--- src/rtl/npu_actfun_pkg.sv ---
// Shared definitions for the activation-function input sequencing blocks:
// default bus widths and the group sequencer's state encoding.
package npu_actfun_pkg;

  localparam int DEF_ADDR_W    = 12;
  localparam int DEF_PIECE_W   = 8;
  localparam int DEF_GRP_W     = 8;
  localparam int DEF_DRAIN_CYC = 3;

  typedef enum logic [1:0] {
    S_IDLE  = 2'd0,
    S_START = 2'd1,
    S_RUN   = 2'd2,
    S_DRAIN = 2'd3
  } state_e;

endpackage

--- src/rtl/actfun_sched.sv ---
// Group-level sequencer for the actfun input AGU: one start pulse per group, burst-end
// detection on i_agu_ren, then a fixed drain. Optional ACTFUN_SCHED_PERF_EN adds o_perf_cyc.
module actfun_sched
  import npu_actfun_pkg::*;
#(
  parameter int ADDR_W    = DEF_ADDR_W,
  parameter int PIECE_W   = DEF_PIECE_W,
  parameter int GRP_W     = DEF_GRP_W,
  parameter int DRAIN_CYC = DEF_DRAIN_CYC
) (
  input  logic               i_clk,
  input  logic               i_rst_n,
  input  logic               i_cmd_valid,
  output logic               o_cmd_ready,
  input  logic [ADDR_W-1:0]  i_cmd_addr_base,
  input  logic [PIECE_W-1:0] i_cmd_piece_num,
  input  logic [GRP_W-1:0]   i_cmd_grp_num,
  input  logic [ADDR_W-1:0]  i_cmd_grp_stride,
  input  logic               i_abort,
  input  logic               i_agu_ren,
  output logic               o_agu_start,
  output logic [ADDR_W-1:0]  o_agu_addr_start,
  output logic [PIECE_W-1:0] o_agu_piece_num,
  output logic [GRP_W-1:0]   o_grp_idx,
  output logic               o_busy,
  output logic               o_done
`ifdef ACTFUN_SCHED_PERF_EN
  ,
  output logic [31:0]        o_perf_cyc
`endif
);

  localparam int                DCNT_W     = (DRAIN_CYC > 1) ? $clog2(DRAIN_CYC) : 1;
  localparam logic [DCNT_W-1:0] DRAIN_LOAD = DCNT_W'(DRAIN_CYC - 1);
  localparam logic [DCNT_W-1:0] DCNT_ONE   = DCNT_W'(1);
  localparam logic [GRP_W-1:0]  GRP_ONE    = GRP_W'(1);

  state_e              state;
  logic [GRP_W-1:0]    grp_num;
  logic [ADDR_W-1:0]   stride;
  logic [DCNT_W-1:0]   drain_cnt;
  logic                seen_ren;
  logic                start_q;
  logic                zero_cmd;
  logic                accept;
  logic                last_grp;

  assign o_cmd_ready = (state == S_IDLE) && !i_abort;
  assign accept      = o_cmd_ready && i_cmd_valid;
  assign last_grp    = (o_grp_idx == grp_num - GRP_ONE);
  // Abort must kill a start pulse already registered for this cycle.
  assign o_agu_start = start_q && !i_abort;

  // NOTE: state and registered outputs use non-blocking assignments so every
  // branch reads the pre-edge values, independent of statement order.
  always_ff @(posedge i_clk or negedge i_rst_n) begin
    if (!i_rst_n) begin
      state            <= S_IDLE;
      grp_num          <= '0;
      stride           <= '0;
      drain_cnt        <= '0;
      seen_ren         <= 1'b0;
      start_q          <= 1'b0;
      zero_cmd         <= 1'b0;
      o_agu_addr_start <= '0;
      o_agu_piece_num  <= '0;
      o_grp_idx        <= '0;
      o_busy           <= 1'b0;
      o_done           <= 1'b0;
    end else begin
      start_q <= 1'b0;
      o_done  <= 1'b0;
      if (i_abort) begin
        state  <= S_IDLE;
        o_busy <= 1'b0;
      end else begin
        case (state)
          S_IDLE: if (accept) begin
            o_agu_piece_num  <= i_cmd_piece_num;
            grp_num          <= i_cmd_grp_num;
            stride           <= i_cmd_grp_stride;
            o_agu_addr_start <= i_cmd_addr_base;
            o_grp_idx        <= '0;
            o_busy           <= 1'b1;
            // A zero-length burst would wrap the AGU counter, so finish without starting it.
            if (i_cmd_piece_num == '0 || i_cmd_grp_num == '0) begin
              zero_cmd <= 1'b1;
              o_done   <= 1'b1;
              state    <= S_DRAIN;
            end else begin
              zero_cmd <= 1'b0;
              start_q  <= 1'b1;
              state    <= S_START;
            end
          end
          S_START: begin
            seen_ren <= 1'b0;
            state    <= S_RUN;
          end
          S_RUN: begin
            if (i_agu_ren) begin
              seen_ren <= 1'b1;
            end else if (seen_ren) begin
              drain_cnt <= DRAIN_LOAD;
              state     <= S_DRAIN;
            end
          end
          S_DRAIN: begin
            if (zero_cmd) begin
              zero_cmd <= 1'b0;
              o_busy   <= 1'b0;
              state    <= S_IDLE;
            end else if (drain_cnt != '0) begin
              drain_cnt <= drain_cnt - DCNT_ONE;
            end else if (last_grp) begin
              o_done <= 1'b1;
              o_busy <= 1'b0;
              state  <= S_IDLE;
            end else begin
              o_agu_addr_start <= o_agu_addr_start + stride;
              o_grp_idx        <= o_grp_idx + GRP_ONE;
              start_q          <= 1'b1;
              state            <= S_START;
            end
          end
          default: state <= S_IDLE;
        endcase
      end
    end
  end

`ifdef ACTFUN_SCHED_PERF_EN
  always_ff @(posedge i_clk or negedge i_rst_n) begin
    if (!i_rst_n)                        o_perf_cyc <= '0;
    else if (accept)                     o_perf_cyc <= '0;
    else if (o_busy && o_perf_cyc != '1) o_perf_cyc <= o_perf_cyc + 32'd1;
  end
`endif

`ifndef SYNTHESIS
  // Burst-length cross-check against the AGU: simulation only.
  logic [PIECE_W:0] ren_cnt;
  always_ff @(posedge i_clk or negedge i_rst_n) begin
    if (!i_rst_n) begin
      ren_cnt <= '0;
    end else begin
      if (state == S_START)                 ren_cnt <= '0;
      else if (state == S_RUN && i_agu_ren) ren_cnt <= ren_cnt + (PIECE_W+1)'(1);
      if (!i_abort && state == S_RUN && seen_ren && !i_agu_ren)
        assert (ren_cnt == {1'b0, o_agu_piece_num})
          else $error("actfun_sched: AGU burst length %0d, expected %0d", ren_cnt, o_agu_piece_num);
    end
  end
`endif

endmodule

--- config.mk ---
export PLATFORM = sky130hd
export DESIGN_NAME = actfun_sched
export DESIGN_NICKNAME = d
export VERILOG_FILES = /design/src/rtl/npu_actfun_pkg.sv /design/src/rtl/actfun_sched.sv
export SDC_FILE = /design/constraint.sdc
export NUM_CORES = 1
export LEC_CHECK = 0
export ABC_AREA = 1
export BUFFER_PORTS_ARGS = -buffer_cell sky130_fd_sc_hd__buf_2
export CORE_UTILIZATION = 51
export CTS_BUF_LIST = sky130_fd_sc_hd__clkbuf_16
export DETAILED_ROUTE_END_ITERATION = 8
export PLACE_DENSITY = 0.75
export SKIP_CTS_REPAIR_TIMING = 1
export SYNTH_ARGS = -nofsm -noshare
export SYNTH_HDL_FRONTEND = slang
export SYNTH_SLANG_ARGS = --single-unit
--- constraint.sdc ---
create_clock -name i_clk -period 2.5 [get_ports i_clk]
set_input_delay 0.125 -clock i_clk [delete_from_list [all_inputs] [get_ports i_clk]]
set_output_delay 0.125 -clock i_clk [all_outputs]
set_load 0.02 [all_outputs]
==> results.yml <==
status:
  status: "finished with violations"
  violations: "hold timing"
timing:
  fin_setup_tns_ns: 0
  fin_crit_sh_pct: 89.7
  worst_slew_pin_slew_ns: 0.511
  fmax_mhz: 446
  fin_skew_ns: 0.00510
  setup_viol: 0
  finalMaxSlewViolations: 0
  hold_slack_ns: -0.00818
  period_minus_slack_ns: 2.24
  max-slew-margin-rel_pct: 65.9
  hold_violations: 8
  grt_setup_unrepaired: "no"
drt:
  drt_iter0_markers: 151
  drc: 0
  drt-wirelength-per-cell_um: 13.0
  viasPerCell: 5.07
  ant_nets: 0
  via_count: 3419
  first_pass_iters: 4
  routed_wl_mm: 8.75
layout:
  final_common_cell: "nand2_1"
  drive_gt1_share_pct: 24.4
  layout_common_cells: "nand2_1, buf_2, dfrtp_1"
  nets: 641
  fin_cells: 674
  syn_to_final_growth_pct: 18.9
  diodes: 0
worst_setup_path:
  endpoint_kind: "flop"
  timing.rr.start: "grp_num[0]$_DFFE_PN0P_"
  startpoint_type: "flop"
  r2r.worst_path.cells: 12
  critPathRequiredTime_ns: 2.74
  cp.arrival_ns: 2.48
  r2r_end: "o_grp_idx[4]$_DFFE_PN0P_"
  rrSetupSlack_ns: 0.26
  path_max_fanout: 33
  path_class: "reg -> reg"
yosys:
  ys_seq_area_share_pct: 38.3
  async_reset_ff_share_pct: 100
  synth_fp_nets: 560
  syn_inst: 495
  yosysWarnings: 0
  ys_ff_latch: 57
  synth.distinct_cells: 38
  syn_avg_cell_area_um2: 7.52
  synth_ff_type: "dfrtp_1"
  synth_area_um2: 3720
  synth_edf_count: 0
power_and_ir_drop:
  p_leak_uw: 0.00237
  peakVddDrop_mv: 0.659
  p_per_area_nw_per_um2: 1240
clock_tree:
  clockRootBuffer: "clkbuf_16"
  clock-sinks: 57
  path_clk_slew_ns: 0.05
  numCtsBuffers: 9
  clock_path_buffers: 2
  cts.htree.levels: 3
  cts_tree: "yes"
  insertion_delay_ns: 0.32
job:
  max_cap_violations: 0
place:
  dpl.hpwl_mm: 6.59
  portBuffers: 76
  dp_cells: 660
  place_congestion: 0.965
hold_path:
  min_path_type: "in -> reg"
  hold_path_end: "stride[8]$_DFFE_PN0P_"
  worstHoldStart: "i_cmd_grp_stride[8]"
  min_path_cells: 3
floorplan:
  initial_core_util_pct: 53.9
  coreArea_um2: 6910
  die_w_um: 87.4
  die_area_um2: 7640
  io_pins: 77
  fp.dieH_um: 87.4
  fp-row-count: 30
global_routing:
  grt_pass1_wl_mm: 14.7
  grt.total_usage_pct: 25.4
  grt_max_degree: 39
  overflow: 0
  grt_pass1_vias: 3258
  antenna_found_initial: 0
through the flow:
| stage | utilization [%] | total power (µW) | setup slack (ns) | area, µm² | hold slack [ns] |
|---|---|---|---|---|---|
| after detailed placement | 60.4 | 4450 | 0.281 | 4170 | 0.141 |
| after floorplan | - | 3840 | 0.453 | 3720 | -0.171 |
| after CTS | 63.9 | 5510 | 0.259 | 4420 | -0.199 |
| after global routing | 64.1 | 5990 | 0.0218 | 4430 | 0.000516 |
| final | 64.1 | 5490 | 0.258 | 4430 | -0.00818 |
| after global placement | 60.4 | 4400 | 0.298 | 4170 | 0.143 |
routing by layer:
layer,up-vias,routed length (µm),global-route usage [%]
met5,-,0,0
met4,0,174,12.2
met3,19,429,4.27
met2,99,4000,39.8
met1,1552,4150,34.0
li1,1749,-,-
synthesized netlist by cell type (2+ instances only):
cell type  number  area, µm²
nor2_1         29        109
nand4_1         5       31.3
ha_1           19        238
nand3_1        39        195
buf_12          2       40.0
nand2_2        19        119
nand3b_1        2       15.0
nor2_2          3       18.8
or2_2           5       31.3
a21oi_1        20        100
nor4_1          4       25.0
o21ai_0        28        140
o21ai_1         2       10.0
nand2_1       158        593
xnor2_1         7       61.3
buf_1           4       15.0
inv_2           3       11.3
clkbuf_1        4       15.0
nor2_4          2       22.5
o21ai_2        13        114
inv_1          47        176
xor2_1          8       70.1
dfrtp_1        57       1430
worst max-delay path by stage:
stage	cells past startpoint	from	endpoint
2_1_floorplan	12	state[0]$_DFFE_PN0P_	o_agu_addr_start[1]$_DFFE_PN0P_
5_1_grt	12	grp_num[0]$_DFFE_PN0P_	o_grp_idx[4]$_DFFE_PN0P_
6_report	12	grp_num[0]$_DFFE_PN0P_	o_grp_idx[4]$_DFFE_PN0P_
3_3_place_gp	11	o_agu_addr_start[0]$_DFFE_PN0P_	o_agu_addr_start[6]$_DFFE_PN0P_
3_5_place_dp	12	grp_num[0]$_DFFE_PN0P_	o_grp_idx[3]$_DFFE_PN0P_
4_1_cts	12	grp_num[0]$_DFFE_PN0P_	o_grp_idx[4]$_DFFE_PN0P_
worst max-delay path, cell delays in order, from the launching register on:
cell     delay (ns)
dfrtp_1        0.41
inv_1          0.12
ha_1           0.22
nand2_2        0.09
nor2_2         0.14
nand3_1        0.09
nand2_1        0.07
nand3_1        0.11
nor2_4         0.14
nand3_4        0.14
nand2_4        0.43
nand2_1        0.13
o21ai_2        0.07
power breakdown:
| group | total (µW) | internal, µW | leakage, µW | switching [µW] |
|---|---|---|---|---|
| Sequential | 1600 | 1290 | 0.000724 | 312 |
| Combinational | 2870 | 1050 | 0.00152 | 1820 |
| Clock | 1020 | 638 | 0.000127 | 386 |
| Total | 5490 | 2970 | 0.00237 | 2520 |
state kept, by name (all words and copies together), names as in the netlist:
name and cells:
seen_ren 1, start_q 1, stride 12, o_busy 1, grp_num 8, o_grp_idx 8, o_agu_addr_start 12, zero_cmd 1
state 2, drain_cnt 2, o_agu_piece_num 8, o_done 1
final cells by class:
class | count | area, µm²
Timing Repair Buffer | 83 | 435
Inverter | 51 | 193
Fill cell | 662 | 2480
Clock inverter | 4 | 16.3
Multi-Input combinational cell | 374 | 2010
Clock buffer | 9 | 225
Sequential cell | 57 | 1430
Tap cell | 96 | 120
cells by family (layout without fill, tap and decap cells):
logic type / count (synthesis) / in the layout / synth area share [%]
XOR/XNOR: 15 / 15 / 3.53
AO/OA/AOI/OAI: 70 / 70 / 11.5
flip-flops: 57 / 57 / 38.3
buffers and inverters: 64 / 147 / 7.70
AND/OR/NAND/NOR: 269 / 269 / 32.1
adder cells (fa/ha/maj): 20 / 20 / 6.92
Power figures use the tool's default switching activity.
